**config.mk**
```make
export PLATFORM = sky130hd
export DESIGN_NAME = sdram_pro_arbit
export DESIGN_NICKNAME = d
export VERILOG_FILES = /design/src/rtl/sdram_pro_arbit_pkg.sv /design/src/rtl/sdram_pro_arbit.sv
export SDC_FILE = /design/constraint.sdc
export NUM_CORES = 1
export LEC_CHECK = 0
export BUFFER_PORTS_ARGS = -buffer_cell sky130_fd_sc_hd__buf_2
export CAP_MARGIN = 30
export CORE_AREA = 2 2 95 51
export DETAILED_ROUTE_END_ITERATION = 8
export DIE_AREA = 0 0 97 53
export MAX_ROUTING_LAYER = met4
export PLACE_DENSITY = 0.75
export SLEW_MARGIN = 10
export SYNTH_ARGS = -nofsm -noshare
export SYNTH_HDL_FRONTEND = slang
export SYNTH_SLANG_ARGS = --single-unit
```
**constraint.sdc**
```tcl
create_clock -name sys_clk -period 2 [get_ports sys_clk]
set_input_delay 0.4 -clock sys_clk [delete_from_list [all_inputs] [get_ports sys_clk]]
set_output_delay 0.4 -clock sys_clk [all_outputs]
set_load 0.005 [all_outputs]
```
**src/rtl/sdram_pro_arbit_pkg.sv**
```systemverilog
// Shared SDRAM command encodings, idle bus values and arbiter state encoding
// for the sdram_pro arbiter and anything that monitors it.
package sdram_pro_arbit_pkg;

    // {cs_n, ras_n, cas_n, we_n}
    localparam logic [3:0] NO_OPERATION = 4'b0111;
    localparam logic [3:0] PRECHARGE    = 4'b0010;
    localparam logic [3:0] AUTO_REFRESH = 4'b0001;
    localparam logic [3:0] ACTIVE       = 4'b0011;
    localparam logic [3:0] WRITE        = 4'b0100;
    localparam logic [3:0] READ         = 4'b0101;
    localparam logic [3:0] LOAD_MODE    = 4'b0000;

    localparam logic [1:0]  IDLE_BANK = 2'b11;
    localparam logic [11:0] IDLE_ADDR = 12'hfff;

    typedef enum logic [2:0] {
        ARB_INIT  = 3'd0,
        ARB_ARBIT = 3'd1,
        ARB_ATREF = 3'd2,
        ARB_WRITE = 3'd3,
        ARB_READ  = 3'd4
    } arb_state_t;

    typedef struct packed {
        logic [3:0]  cmd;
        logic [1:0]  bank;
        logic [11:0] addr;
    } sdram_bus_t;

    function automatic sdram_bus_t idle_bus();
        sdram_bus_t b;
        b.cmd  = NO_OPERATION;
        b.bank = IDLE_BANK;
        b.addr = IDLE_ADDR;
        return b;
    endfunction

endpackage

```
**src/rtl/sdram_pro_arbit.sv**
```systemverilog
// SDRAM bus arbiter: init owns the bus until init_end, then refresh > write/read
// with optional write/read round-robin and a per-grant watchdog.
module sdram_pro_arbit
    import sdram_pro_arbit_pkg::*;
#(
    parameter int OWN_TIMEOUT  = 1023,
    parameter bit RW_ALTERNATE = 1'b1
) (
    input  logic        sys_clk,
    input  logic        sys_rst_n,
    input  logic        init_end,
    input  logic [3:0]  init_cmd,
    input  logic [1:0]  init_bank,
    input  logic [11:0] init_addr,
    input  logic        atref_req,
    input  logic        atref_end,
    input  logic [3:0]  atref_cmd,
    input  logic [1:0]  atref_bank,
    input  logic [11:0] atref_addr,
    output logic        atref_en,
    input  logic        wr_req,
    input  logic        wr_end,
    input  logic [3:0]  wr_cmd,
    input  logic [1:0]  wr_bank,
    input  logic [11:0] wr_addr,
    output logic        wr_en,
    input  logic        rd_req,
    input  logic        rd_end,
    input  logic [3:0]  rd_cmd,
    input  logic [1:0]  rd_bank,
    input  logic [11:0] rd_addr,
    output logic        rd_en,
    output logic        atref_pend,
    output logic        arb_timeout,
    output logic [3:0]  sdram_cmd,
    output logic [1:0]  sdram_bank,
    output logic [11:0] sdram_addr
);

    arb_state_t  state;
    logic [9:0]  own_cnt;
    logic        last_wr;
    logic        own_end;
    logic        own_tmo;
    logic        pick_wr;

    always_comb begin
        own_end = 1'b0;
        case (state)
            ARB_ATREF: own_end = atref_end;
            ARB_WRITE: own_end = wr_end;
            ARB_READ:  own_end = rd_end;
            default:   own_end = 1'b0;
        endcase
    end

    assign own_tmo = (own_cnt == 10'(OWN_TIMEOUT - 1));
    // On a write/read tie, alternate away from the last served side.
    assign pick_wr = wr_req && (!rd_req || !RW_ALTERNATE || !last_wr);

    always_ff @(posedge sys_clk or negedge sys_rst_n) begin
        if (!sys_rst_n) begin
            state       <= ARB_INIT;
            atref_en    <= 1'b0;
            wr_en       <= 1'b0;
            rd_en       <= 1'b0;
            atref_pend  <= 1'b0;
            arb_timeout <= 1'b0;
            own_cnt     <= '0;
            last_wr     <= 1'b0;
        end else begin
            atref_en    <= 1'b0;
            wr_en       <= 1'b0;
            rd_en       <= 1'b0;
            arb_timeout <= 1'b0;
            atref_pend  <= atref_req && (state == ARB_WRITE || state == ARB_READ);
            case (state)
                ARB_INIT: begin
                    if (init_end) state <= ARB_ARBIT;
                end
                ARB_ARBIT: begin
                    own_cnt <= '0;
                    if (atref_req) begin
                        state    <= ARB_ATREF;
                        atref_en <= 1'b1;
                    end else if (pick_wr) begin
                        state   <= ARB_WRITE;
                        wr_en   <= 1'b1;
                        last_wr <= 1'b1;
                    end else if (rd_req) begin
                        state   <= ARB_READ;
                        rd_en   <= 1'b1;
                        last_wr <= 1'b0;
                    end
                end
                ARB_ATREF, ARB_WRITE, ARB_READ: begin
                    // A late end on the watchdog edge still counts as a clean end.
                    if (own_end) begin
                        state <= ARB_ARBIT;
                    end else if (own_tmo) begin
                        state       <= ARB_ARBIT;
                        arb_timeout <= 1'b1;
                    end else begin
                        own_cnt <= own_cnt + 10'd1;
                    end
                end
                default: state <= ARB_INIT;
            endcase
        end
    end

    always_comb begin
        sdram_cmd  = NO_OPERATION;
        sdram_bank = IDLE_BANK;
        sdram_addr = IDLE_ADDR;
        case (state)
            ARB_INIT: begin
                sdram_cmd  = init_cmd;
                sdram_bank = init_bank;
                sdram_addr = init_addr;
            end
            ARB_ATREF: begin
                sdram_cmd  = atref_cmd;
                sdram_bank = atref_bank;
                sdram_addr = atref_addr;
            end
            ARB_WRITE: begin
                sdram_cmd  = wr_cmd;
                sdram_bank = wr_bank;
                sdram_addr = wr_addr;
            end
            ARB_READ: begin
                sdram_cmd  = rd_cmd;
                sdram_bank = rd_bank;
                sdram_addr = rd_addr;
            end
            default: begin
                sdram_cmd  = NO_OPERATION;
                sdram_bank = IDLE_BANK;
                sdram_addr = IDLE_ADDR;
            end
        endcase
    end

endmodule

```
==> impl_results.md <==
- Status: complete, but fails checks
- Failing checks: setup timing
- Vias in the first global route: 1786
- Combinational power share: 0.691
- Critical-path cell list: buf_6, mux2_2, o22ai_1, a21oi_1, buf_2
- Area delta synth->final: 50.0%
- Initial drt markers: 153
- Final Non-Filler Cells: 362
- Met1 Usage GRT: 0.329
- Unique masters post-synth: 44
- Sequential cell fraction of total power: 0.204
- Syn Nets: 272
- Final Power: 2640 uW
- Vias per cell: 5.41
- CTS tree: built
- Clock slew at reported path FFs: 0.07 ns
- Startpoint Class: register
- Slew @ Worst Pin: 0.745 ns
- NumNets Final: 389
- Most frequent cell after synthesis: nor2_1
- RSZ-0062 raised after global routing: true
- DIE WIDTH: 97 um
- CTS Buf Count: 3
- CP Max Fanout: 11
- Power Density: 1110 nW/um^2
- Per-cell routed wire length: 15.4 um
- Leak: 0.00118 uW
- Sw power: 1130 uW
- Peak VDD IR: 477 uV
- Diode count: 0
- Crit path time final: 2.02 ns
- Port bufs: 103
- Worst Clk Skew: 0.00250 ns
- Final Cell Area: 2380 um^2
- Ys Warns: 0
- CP Class: reg -> out
- Post-synth EDFFs: 0
- Placer congestion estimate: 0.864
- Post-DP Area: 2240 um^2
- Fmax: 496 MHz
- Final setup margin: -0.0172 ns
- Residual DRC: 0
- Starting Density: 0.371
- Die Span Y: 53 um
- Largest net degree at the start of global routing: 20
- GRT Max-Usage Layer: met1
- Async S/R FF share, synth: 1.00
- Routed Antenna Nets: 0
- Grt met3 use: 0.0687
- Global route overflow: 0
- Antenna violations before repair: 0
- I/O pin count: 104
- Hold Crit Class: in -> async
- All-Layer GR Usage: 0.222
- DR pass1 iterations: 4
- Syn Inst Count: 189
- First-pass GRT wire length: 8890 um
- Rows: 17
- Ranking of synthesized cells by area: dfrtp_1, mux2_2, o22ai_1
- Relative slew slack: 0.499
- Top FF cell, synth: dfrtp_1
- Clk Latency, worst-skew pair: 0.26 ns
- H-tree level count: 1
- Register area: 479 um^2
- Yosys reg bits: 19
- Largest area contributor in the netlist: dfrtp_1
- Core ar.: 4280 um^2
- Critical path's slowest cell: dfrtp_2
- Clk sinks: 19
- Layout cells sized above 1: 0.561
- Syn_area_per_cell: 8.40 um^2
- Clock group share of total power: 0.105
- Synthesized cell area: 1590 um^2
- Area occupied by multi-input gates: 1060 um^2
- CP peak stage delay: 0.45 ns
- Met2 usage: 0.295
- Slew Limit Fails: 0
- Area share of the largest cell type after synthesis: 0.299
- Period utilization: 1.01
- Placed instance count: 353
- Fillers: 391
- Net Sw Frac: 0.429
- Max-cap violations: 0
- Die footprint: 5140 um^2
- Worst Path Required: 1.60 ns
- Hold Fails Final Rpt: 0
- WL final: 5590 um
- Maximum buffer depth of the clock tree: 2
- Post-synth top cells: nor2_1, a21oi_1, dfrtp_1, mux2_2, o22ai_1
- Final HPWL from detailed placement: 4560 um
- Worst setup EP type: output port
- Vias: 1959
- Root Driver: clkbuf_8
- Final setup vio count: 4
- Place WS: -0.0547 ns
- Post-CTS Hold Fix Bufs: 0
- Worst Path Arrival: 1.62 ns
- Pint: 1510 uW
- Post-synthesis sequential area ratio: 0.299
cell usage in the layout, fill, tap and decap left out, types with 3 or more instances in the layout:
| cell type | n |
|---|---|
| a21oi_1 | 21 |
| buf_2 | 103 |
| buf_4 | 17 |
| buf_6 | 3 |
| clkbuf_8 | 3 |
| dfrtp_1 | 16 |
| dfrtp_2 | 3 |
| inv_1 | 6 |
| mux2_2 | 17 |
| mux2i_1 | 4 |
| nand2_1 | 11 |
| nand3_1 | 6 |
| nor2_1 | 17 |
| nor2_2 | 6 |
| nor3_1 | 3 |
| o21ai_0 | 3 |
| o22ai_1 | 17 |
| o31ai_1 | 3 |
| or2_2 | 4 |
| or3_1 | 3 |
final cells by class:
cell class,instances,share of cell area
timing repair buffer,124,0.293
inverter,7,0.0116
tap,57,0.0299
multi-input combinational,151,0.445
sequential,19,0.201
clock inverter,1,0.00210
clock buffer,3,0.0173
path summary, 6_finish.rpt:
check	end	slack, ns	from	cells past startpoint
max	sdram_cmd[1]	-0.02	state[0]$_DFFE_PN0P_	5
min	arb_timeout$_DFF_PN0_	0.07	sys_rst_n	1
max reg2reg	own_cnt[0]$_DFFE_PN0P_	0.07	own_cnt[1]$_DFFE_PN0P_	5
min reg2reg	last_wr$_DFFE_PN0P_	0.51	last_wr$_DFFE_PN0P_	2
max in group asynchronous	state[0]$_DFFE_PN0P_	1.60	sys_rst_n	1
min in group sys_clk	last_wr$_DFFE_PN0P_	0.36	atref_req	2
power by group through the flow:
stage	registers [uW]	logic (uW)	clock network, uW
2_1_floorplan	513	1060	0
3_3_place_gp	554	1630	0
3_5_place_dp	556	1650	0
4_1_cts	532	1760	282
5_1_grt	547	1980	298
6_report	538	1820	277
critical path: cells and delay by family (launching register included):
family          cells  cell delay (ns)
flops               1             0.45
mux                 1             0.34
buf+inv             2             0.31
compound gates      2             0.26
cells by family (layout without fill, tap and decap cells):
group | count (synthesis) | count (layout) | synth area share
and+or+nand+nor | 67 | 67 | 0.228
AOI/OAI and AO/OA | 60 | 60 | 0.245
muxes | 22 | 22 | 0.153
DFF | 19 | 19 | 0.299
buffers and inverters | 19 | 135 | 0.0591
adders and majority gates | 2 | 2 | 0.0158
per-layer routing:
metal,vias to the layer above,part of all wire
li1,940,-
met1,923,0.48
met2,89,0.41
met3,7,0.11
met4,0,0.0086
met5,-,0
what timing repair did:
action | CTS | global route
pin swaps | 0 | 2
setup endpoints to repair | 19 | 20
resized for setup | 8 | 10
setup buffers | 4 | 1
hold endpoints to repair | 0 | 0
flip-flops by register name, indices dropped and copies added (netlist names):
signal,flops
own_cnt,10
state,3
wr_en,1
rd_en,1
last_wr,1
atref_en,1
atref_pend,1
arb_timeout,1
per-stage QoR:
stage          utilization  setup TNS [ns]  hold slack [ns]
2_1_floorplan            -               0            0.104
3_3_place_gp         0.524        -0.00529            0.365
3_5_place_dp         0.524         -0.0547            0.366
4_1_cts              0.547         -0.0297           0.0813
5_1_grt              0.557           -1.10            0.105
6_report             0.557         -0.0368           0.0686
Power figures use the tool's default switching activity.
